File: config.mk
export PLATFORM = sky130hd
export DESIGN_NAME = gate_seq
export DESIGN_NICKNAME = d
export VERILOG_FILES = /design/src/rtl/gate_pkg.sv /design/src/rtl/gate_unit.sv /design/src/rtl/gate_seq.sv
export SDC_FILE = /design/constraint.sdc
export NUM_CORES = 1
export LEC_CHECK = 0
export CAP_MARGIN = 30
export CORE_UTILIZATION = 30
export DETAILED_ROUTE_END_ITERATION = 8
export GPL_ROUTABILITY_DRIVEN = 0
export PLACE_DENSITY = 0.5
export SYNTH_ARGS = -nofsm -noshare
export SYNTH_HDL_FRONTEND = slang
export SYNTH_SLANG_ARGS = --single-unit
File: constraint.sdc
create_clock -name clk -period 2.35 [get_ports clk]
set_input_delay 0.235 -clock clk [delete_from_list [all_inputs] [get_ports clk]]
set_output_delay 0.235 -clock clk [all_outputs]
set_load 0.02 [all_outputs]
File: src/rtl/gate_pkg.sv
`default_nettype none
// ============================================================================
// Module      : gate_pkg
// Description : Opcode and state encodings shared by the bit-serial sequencer.
// Revision    : 1.0 - initial release
// ============================================================================
package gate_pkg;

    localparam logic [2:0] OP_NOT  = 3'd0;
    localparam logic [2:0] OP_AND  = 3'd1;
    localparam logic [2:0] OP_OR   = 3'd2;
    localparam logic [2:0] OP_XOR  = 3'd3;
    localparam logic [2:0] OP_NAND = 3'd4;
    localparam logic [2:0] OP_NOR  = 3'd5;
    localparam logic [2:0] OP_LAST = 3'd5;

    typedef enum logic [1:0] {
        S_IDLE = 2'd0,
        S_RUN  = 2'd1,
        S_DONE = 2'd2
    } state_t;

    function automatic logic op_legal(input logic [2:0] op);
        return op <= OP_LAST;
    endfunction

endpackage
`default_nettype wire

File: src/rtl/gate_unit.sv
`default_nettype none
// ============================================================================
// Module      : gate_unit (+ gate_not/and/or/xor/nand/nor primitives)
// Description : Single-bit gate unit, one primitive per function, op-selected.
// Revision    : 1.0 - initial release
// ============================================================================
module gate_not (
    input  logic a,
    output logic y
);
    assign y = ~a;
endmodule

module gate_and (
    input  logic a,
    input  logic b,
    output logic y
);
    assign y = a & b;
endmodule

module gate_or (
    input  logic a,
    input  logic b,
    output logic y
);
    assign y = a | b;
endmodule

module gate_xor (
    input  logic a,
    input  logic b,
    output logic y
);
    assign y = a ^ b;
endmodule

module gate_nand (
    input  logic a,
    input  logic b,
    output logic y
);
    assign y = ~(a & b);
endmodule

module gate_nor (
    input  logic a,
    input  logic b,
    output logic y
);
    assign y = ~(a | b);
endmodule

module gate_unit
    import gate_pkg::*;
(
    input  logic [2:0] op,
    input  logic       e1,
    input  logic       e2,
    output logic       s
);
    logic w_not, w_and, w_or, w_xor, w_nand, w_nor;

    gate_not  u_not  (.a(e1),         .y(w_not));
    gate_and  u_and  (.a(e1), .b(e2), .y(w_and));
    gate_or   u_or   (.a(e1), .b(e2), .y(w_or));
    gate_xor  u_xor  (.a(e1), .b(e2), .y(w_xor));
    gate_nand u_nand (.a(e1), .b(e2), .y(w_nand));
    gate_nor  u_nor  (.a(e1), .b(e2), .y(w_nor));

    always_comb begin
        s = 1'b0;
        case (op)
            OP_NOT:  s = w_not;
            OP_AND:  s = w_and;
            OP_OR:   s = w_or;
            OP_XOR:  s = w_xor;
            OP_NAND: s = w_nand;
            OP_NOR:  s = w_nor;
            default: s = 1'b0;
        endcase
    end
endmodule
`default_nettype wire

File: src/rtl/gate_seq.sv
`default_nettype none
// ============================================================================
// Module      : gate_seq
// Description : Bit-serial logic sequencer, LSB first through one gate unit.
// Revision    : 1.0 - initial release
// ============================================================================
module gate_seq
    import gate_pkg::*;
#(
    parameter  int WIDTH = 8,
    localparam int CW    = $clog2(WIDTH)
) (
    input  logic             clk,
    input  logic             rst,
    input  logic             in_valid,
    output logic             in_ready,
    input  logic [2:0]       op,
    input  logic [WIDTH-1:0] e1,
    input  logic [WIDTH-1:0] e2,
    output logic             out_valid,
    input  logic             out_ready,
    output logic [WIDTH-1:0] s,
    output logic             err
);
    localparam logic [CW-1:0] C_LAST = CW'(WIDTH - 1);

    state_t           r_state;
    logic [CW-1:0]    r_cnt;
    logic [WIDTH-1:0] r_a;
    logic [WIDTH-1:0] r_b;
    logic [2:0]       r_op;
    logic [WIDTH-1:0] r_s;
    logic             r_err;
    logic             r_in_ready;
    logic             r_out_valid;
    logic             w_bit;

    gate_unit u_gate (
        .op (r_op),
        .e1 (r_a[0]),
        .e2 (r_b[0]),
        .s  (w_bit)
    );

    always_ff @(posedge clk) begin
        if (rst) begin
            r_state     <= S_IDLE;
            r_cnt       <= '0;
            r_a         <= '0;
            r_b         <= '0;
            r_op        <= OP_NOT;
            r_s         <= '0;
            r_err       <= 1'b0;
            r_in_ready  <= 1'b1;
            r_out_valid <= 1'b0;
        end else begin
            case (r_state)
                S_IDLE: begin
                    if (in_valid && r_in_ready) begin
                        r_a        <= e1;
                        r_b        <= e2;
                        r_op       <= op;
                        r_cnt      <= '0;
                        r_s        <= '0;
                        r_in_ready <= 1'b0;
                        if (op_legal(op)) begin
                            r_err   <= 1'b0;
                            r_state <= S_RUN;
                        end else begin
                            // Illegal opcode skips the datapath entirely
                            r_err       <= 1'b1;
                            r_out_valid <= 1'b1;
                            r_state     <= S_DONE;
                        end
                    end
                end
                S_RUN: begin
                    r_s <= {w_bit, r_s[WIDTH-1:1]};
                    r_a <= r_a >> 1;
                    r_b <= r_b >> 1;
                    if (r_cnt == C_LAST) begin
                        r_out_valid <= 1'b1;
                        r_state     <= S_DONE;
                    end else begin
                        r_cnt <= r_cnt + 1'b1;
                    end
                end
                S_DONE: begin
                    if (out_ready) begin
                        r_out_valid <= 1'b0;
                        r_in_ready  <= 1'b1;
                        r_state     <= S_IDLE;
                    end
                end
                default: begin
                    r_state     <= S_IDLE;
                    r_in_ready  <= 1'b1;
                    r_out_valid <= 1'b0;
                end
            endcase
        end
    end

    assign in_ready  = r_in_ready;
    assign out_valid = r_out_valid;
    assign s         = r_s;
    assign err       = r_err;
endmodule
`default_nettype wire

Yosys cells after proc, flatten, opt, wreduce, memory -nomap -nowiden
Cells that the tools add are included.
Word-level totals
  logic and storage cells: 65
  bits of input ports: 23
  register bits: 35
  output and inout bits: 11
Cells by class
  order comparisons: 1
  equality and inequality tests: 13
  bitwise gates (word level): 7
  multiplexer cells: 24
  add/sub/neg operators: 1
  reductions and logical operators: 10
Operator list (number)
  $pmux W8 S2: 3
  $mux W8: 3
  $ne A2 B2 Y1 const B: 5
  $eq A3 B3 Y1 const B: 3
  $reduce_and A3 Y1: 3
  $mux W2: 4
  $mux W1: 7
  $eq A3 B2 Y1 const B: 2
  $mux W3: 2
  $pmux W1 S3: 2
  $pmux W1 S6: 1
  $pmux W2 S3: 1
  $pmux W3 S2: 1
  $not A1 Y1: 4
  $reduce_and A2 Y1: 2
  $reduce_and A4 Y1: 1
  $add A3 B1 Y3 const B: 1
  $eq A3 B1 Y1 const B: 1
  $le A3 B3 Y1 const B: 1
  $logic_not A3 Y1: 1
  $eq A2 B1 Y1 const B: 1
  $eq A2 B2 Y1 const B: 1
  $logic_not A2 Y1: 1
  $reduce_bool A2 Y1: 1
  4 further kinds: 4

Depth between registers and ports, before layout
Gate-level depths: netlist of the first run.
  depth in word-level cells: 4
  depth in mapped cells: 5
  gate-level depth less buffers: 5

By module
From an unflattened synthesis of the first run, not the netlist that was laid out.
Unflattened totals
  cells, all modules: 184
  area total of the unflattened synthesis: 1660.3 um^2
By module, submodules not included
  gate_seq: area each 1580.3 um^2, cells an instance 174, times used 1, seq. area each 700.7 um^2
  gate_unit: area each 47.5 um^2, cells an instance 4, times used 1, seq. area each 0.0 um^2
  gate_xor: area each 8.8 um^2, cells an instance 1, times used 1, seq. area each 0.0 um^2
  gate_and: area each 6.3 um^2, cells an instance 1, times used 1, seq. area each 0.0 um^2
  gate_or: area each 6.3 um^2, cells an instance 1, times used 1, seq. area each 0.0 um^2
  gate_nand: area each 3.8 um^2, cells an instance 1, times used 1, seq. area each 0.0 um^2
  gate_nor: area each 3.8 um^2, cells an instance 1, times used 1, seq. area each 0.0 um^2
  gate_not: area each 3.8 um^2, cells an instance 1, times used 1, seq. area each 0.0 um^2

Least setup slack after synthesis of the first run
No wires, ideal clock.
  path kind: register to register
  start point: register r_cnt[0]
  end point: register r_cnt[1]
  arrival time: 1.228 ns
  library setup time: 0.132 ns
  path slack: 0.990 ns
  path buffers: 0
  data required time: 2.218 ns
  stages on the path, launching flop included: 6
  path through: dfxtp_1 > ha_1 > ha_1 > or3b_1 > nand3_1 > a21oi_1
On the way
  longest elaborated chain between the ends: 3
  elaborated cells on any way between the ends: 6
Ends and longest elaborated chain
  start: declaration: line gate_seq.sv:28  | logic [CW-1:0] r_cnt;
  start signal: assignment: line gate_seq.sv:85  | r_cnt <= r_cnt + 1'b1;
  $add A3 B1 Y3 / $eq A3 B3 Y1 (equally long branches): line gate_seq.sv:85, gate_seq.sv:81
  $mux W3 / $ne A2 B2 Y1 (equally long branches)
  $pmux W3 S2 / $reduce_and A3 Y1 (equally long branches)
Parallel ways exist; a longest one is shown, timed or not. The select of a mux whose other input is x is not followed.
A chain may end at the register's enable or synchronous reset.

Worst setup path after layout of the first run
  start point: register r_state[1]
  end point: register r_b[6]
On the way
  longest elaborated chain between the ends: 3
  elaborated cells on any way between the ends: 6
Ends and longest elaborated chain
  start: declaration: line gate_seq.sv:27  | state_t r_state;
  start signal: assignment: line gate_seq.sv:47  | r_state <= S_IDLE;
  start signal: assignment: line gate_seq.sv:68  | r_state <= S_RUN;
  start signal: assignment: line gate_seq.sv:73  | r_state <= S_DONE;
  $eq A2 B1 Y1 / $logic_not A2 Y1 (equally long branches): line gate_seq.sv:57  | case (r_state)
  $reduce_bool A2 Y1 (no line) / $ne A2 B2 Y1 (equally long branches)
  $reduce_and A2 Y1 (no line)
  end signal: assignment: line gate_seq.sv:80  | r_b <= r_b >> 1;
  end: declaration: line gate_seq.sv:30  | logic [WIDTH-1:0] r_b;
Parallel ways exist; a longest one is shown, timed or not.

==> flow_summary.ini, run 1 <==
[setup_path]
r2r_setup_slack_ns = 0.62
cp_slowest_cell = dfxtp_1
crit_chain = nand2b_1 > buf_4 > mux2i_1 > a311oi_1
cp-start-kind = register
path_max_fanout = 24
required_ns = 2.53
timing.rr.end = r_b[6]
path_class = register to register
slowest_delay_ns = 0.77
endpoint_kind = register
worstReg2RegStart = r_state[1]
reg2reg_depth = 4
cp_data_arrival_time_ns = 1.91

[detailed_routing]
route.detailed.drc = 0
drtIter0Drc = 84
drt_first_pass_iters = 4
wl_per_cell_microns = 13.8
routed_via_density = 5.14
postRouteAntennaNets = 0
vias = 1459
drt_wl_total_mm = 3.92

[yosys]
ys_warn_count = 0
synth_edf_count = 0
synth_ff_type = dfxtp_1
syn_inst = 188
synth.distinct_cells = 35
synthArstFlopShare_pct = 0
ys_seq_elements = 35
seq_area_frac_synth_pct = 42.1
synth_area_sq_um = 1660
syn-num-nets = 215
syn_avg_cell_area_sq_um = 8.85

[die]
num_rows = 26
coreArea_sq_um = 5240
fp.dieW_microns = 76.5
die_area_sq_um = 5850
io_pins = 34
initial_core_util_pct = 31.8
die_y_microns = 76.5

[place]
place_ws_ns = 0.450
port_buffers = 33
dp_hpwl_mm = 2.65

[timing]
maxSlewViolCount = 0
tightest_slew_ns = 0.722
finalSetupTns_ns = 0
final.setup_skew_ns = 0.00296
period_minus_slack_ns = 1.73
setup_viol = 0
period_share_pct = 73.8
max_freq_mhz = 577
fin_ws_ns = 0.616
relSlewSlack_pct = 51.8
grt_setup_unrepaired = no
hold_viol = 0

[run]
drv_cap = 0

[run_status]
status = finished, final reports clean

[hold_path]
min_path_type = register to register
min_path_cells = 2
hold_end = err
hp-start = err

[cts]
clk_latency_ns = 0.27
root_buffer = clkbuf_8
ctsResizeCount = 0
cts_made_buffers = 5
htree_levels = 2
clkSinkCount = 35
clk_pin_slew_ns = 0.06
cts_buffer_depth = 2
postCtsSetupBuffers = 0
holdBufCountCts = 0
cts_tree = built

[power]
p_leak_nw = 0.802
powerDensity_nw_per_um2 = 675
peakVddDrop_mv = 0.261

[grt]
grt_pass1_wl_mm = 6.38
grt_max_degree = 37
grt_pass1_vias = 1357
grt_use_total_pct = 13.9
grt_overflow = 0
grt_antenna_before_repair = 0

[cells_and_area]
fin_nets = 242
antenna_cells = 0
drive_above_1_share_pct = 4.67
area_growth_pct = 26.5
[cell families after synthesis]
group / Yosys count / share of synthesized area [%]
flops: 35 / 42.1
buf+inv: 21 / 5.71
simple gates: 43 / 14.4
mux: 16 / 9.62
fa+ha+maj: 4 / 3.01
compound gates: 69 / 25.2
[layout by cell type (no fill, tap or decap), drive strengths merged, types with 2 or more instances in the layout]
master         count
a21oi             36
a311oi            15
and2               2
buf                4
clkbuf             6
clkdlybuf4s50     33
dfxtp             35
ha                 4
inv                4
mux2i             16
nand2             20
nand2b             4
nand3              3
o21ai             12
or3b               2
[sequential cells by signal, summed over array words and instances, names as in the netlist]
name and cells:
in_ready 1, r_a 8, r_op 3, err 1
s 8, r_state 2, r_cnt 3, out_valid 1
r_b 8
[how the worst max path moves through the flow]
stage	startpoint	endpoint	cells after the start
4_1_cts	r_state[1]	r_a[1]	4
3_5_place_dp	in_valid	s[7]	4
2_1_floorplan	r_cnt[0]	r_cnt[1]	5
3_3_place_gp	in_valid	r_state[0]	4
6_report	r_state[1]	r_b[6]	4
5_1_grt	r_state[1]	r_b[6]	4
[Yosys cell counts, types with 2 or more instances]
cell	n	area share, %
clkbuf_1	11	2.5
ha_1	4	3.0
nand2_1	20	4.5
mux2i_1	16	9.6
dfxtp_1	35	42
and2_1	2	0.75
inv_1	4	0.90
a21oi_1	36	11
or3b_1	2	1.1
buf_2	4	1.2
o21ai_0	10	3.0
o21ai_1	2	0.60
nand3_1	3	0.90
a311oi_1	15	7.9
nand2b_1	4	1.5
[per-layer routing]
metal | wire, microns | global-route usage, % | vias to the layer above
li1 | - | - | 744
met1 | 1870 | 17.6 | 681
met2 | 1860 | 22.0 | 32
met3 | 159 | 3.71 | 2
met4 | 34 | 5.77 | 0
met5 | 0 | 0 | -
[worst max-delay path, delay by kind of cell, from the launching register on]
kind,cells,cell delay (ns)
DFF,1,0.77
AOI/OAI and AO/OA,1,0.29
buffers and inverters,1,0.27
and+or+nand+nor,1,0.19
muxes,1,0.12
[cell type report]
| class | count | area [sq um] |
|---|---|---|
| Sequential cell | 35 | 701 |
| Fill cell | 536 | 3130 |
| Tap cell | 70 | 87.6 |
| Timing Repair Buffer | 37 | 360 |
| Clock buffer | 6 | 72.6 |
| Multi-Input combinational cell | 132 | 868 |
| Inverter | 4 | 15.0 |
[metrics by stage]
step	power, mW	hold slack, ns	utilization, %	instance area, sq um	cells
final	1.42	0.464	40.2	2100	284
after global routing	1.52	0.505	40.2	2100	284
after CTS	1.45	0.466	40.2	2100	284
after detailed placement	1.04	0.451	38.8	2030	278
after global placement	1.03	0.449	38.8	2030	278
after floorplan	0.942	0.371	-	1660	188
[power by group]
group	switching, mW	total, mW	internal [mW]
registers	0.0514	0.705	0.653
logic	0.167	0.326	0.159
clock network	0.192	0.389	0.197
Note: power is estimated with default switching activity, not from simulation.
==> run 2, diff against run 1 <==
==> constraint.sdc (replaced) <==
create_clock -name clk -period 1.8 [get_ports clk]
set_input_delay 0.18 -clock clk [delete_from_list [all_inputs] [get_ports clk]]
set_output_delay 0.18 -clock clk [all_outputs]
set_load 0.02 [all_outputs]
==> run 2 against run 1 <==
Setup slack worse by 0.42 ns. Cell count up 1.8%. Hold slack got worse by 0.010 ns. Sequential cell count is the same. Critical path depth down 3. Critical path type is now register to output pin. Die area is the same.
==> flow_summary.ini, run 2 (same netlist as run 1, synthesis figures left out) <==
[setup_path]
cp-start-kind = register
cp-startpoint = in_ready
endpoint_kind = output pin
path_delay_family = buffers and inverters
cp-endpoint = in_ready
path_class = register to output pin
worstReg2RegStart = r_cnt[0]
cp_slowest_cell = clkdlybuf4s50_1
slowest_delay_ns = 0.67
timing.rr.end = r_cnt[1]
required_ns = 1.62
crit_cells = 1
path_max_fanout = 9
crit_chain = clkdlybuf4s50_1
r2r_setup_slack_ns = 0.28
reg2reg_depth = 5
cp_data_arrival_time_ns = 1.43
critPathBufInv = 1

[cells_and_area]
postLayoutCellArea_sq_um = 2170
drive_above_1_share_pct = 6.85
fin_cells = 289
final_common_cell = a21oi_1
antenna_cells = 0
area_growth_pct = 30.2
final_cell_mix = a21oi_1, dfxtp_1, clkdlybuf4s50_1
fin_nets = 245
final_core_util_pct = 41.4

[cts]
root_buffer = clkbuf_8
htree_levels = 2
ctsResizeCount = 0
clk_pin_slew_ns = 0.07
postCtsSetupBuffers = 0
clkSinkCount = 35
cts_buffer_depth = 2
cts_tree = built
holdBufCountCts = 0
cts_made_buffers = 5
clk_latency_ns = 0.28

[power]
internal-power_mw = 1.43
netSwitchingFraction_pct = 28.2
seq_power_share_pct = 45.9
p_sw_mw = 0.559
power.total_mw = 1.99
comb_power_share_pct = 23.0
powerDensity_nw_per_um2 = 917
peakVddDrop_mv = 0.324
clkPwrFrac_pct = 31.1
p_leak_nw = 0.836

[run]
drv_cap = 0

[grt]
grt_pass1_vias = 1427
grt_pass1_wl_mm = 6.56
grt_antenna_before_repair = 0
grt_max_degree = 37
grt_overflow = 0
grt_use_total_pct = 14.2

[timing]
finalSetupTns_ns = 0
period_minus_slack_ns = 1.61
max_freq_mhz = 622
hold_viol = 0
hold_ws_ns = 0.454
grt_setup_unrepaired = no
maxSlewViolCount = 0
period_share_pct = 89.3
fin_ws_ns = 0.193
setup_viol = 0
relSlewSlack_pct = 53.4
tightest_slew_ns = 0.699
final.setup_skew_ns = 0.00215

[detailed_routing]
drtIter0Drc = 62
vias = 1482
routed_via_density = 5.13
wl_per_cell_microns = 13.8
postRouteAntennaNets = 0
route.detailed.drc = 0
drt_first_pass_iters = 4
drt_wl_total_mm = 3.98

[die]
initial_core_util_pct = 31.8
num_rows = 26
fp.dieW_microns = 76.5
die_y_microns = 76.5
die_area_sq_um = 5850
io_pins = 34
coreArea_sq_um = 5240

[place]
dp_cells = 281
place_ws_ns = 0.0936
port_buffers = 33
dpl_cell_area_sq_um = 2070
dp_hpwl_mm = 2.72

[hold_path]
min_path_type = primary input to register

[run_status]
status = finished, final reports clean
[run 2: changes by cell type in the layout (fill, tap and decap cells not counted), sizes merged]
| cell | before | now |
|---|---|---|
| buf | 4 | 7 |
| clkbuf | 6 | 8 |
[run 2: layout make-up]
| type | count | area (sq um) |
|---|---|---|
| Fill cell | 531 | 3070 |
| Multi-Input combinational cell | 132 | 868 |
| Sequential cell | 35 | 701 |
| Timing Repair Buffer | 40 | 395 |
| Clock buffer | 8 | 100 |
| Tap cell | 70 | 87.6 |
| Inverter | 4 | 15.0 |
[run 2: how the worst min path moves through the flow]
stage | start | endpoint | slack, ns | cells past startpoint
2_1_floorplan | op[0] | r_op[0] | 0.32 | 2
3_3_place_gp | err | err | 0.45 | 2
3_5_place_dp | err | err | 0.45 | 2
4_1_cts | e2[7] | r_b[7] | 0.45 | 3
5_1_grt | s[5] | s[4] | 0.50 | 2
6_report | e2[7] | r_b[7] | 0.45 | 3
[run 2: layer usage]
metal  GRT usage (%)  vias up  part of all wire [%]
li1                -      754                     -
met1            17.9      688                    47
met2            22.7       32                    47
met3            2.63        8                   4.0
met4            8.27        0                   2.3
met5               0        -                     0
[run 2: power by group through the flow]
| stage | combinational, mW | clock (mW) | sequential [mW] |
|---|---|---|---|
| CTS | 0.459 | 0.639 | 0.912 |
| finish | 0.457 | 0.618 | 0.912 |
| detailed placement | 0.457 | 0 | 0.928 |
| floorplan | 0.305 | 0 | 0.924 |
| global placement | 0.446 | 0 | 0.926 |
| global route | 0.506 | 0.678 | 0.922 |
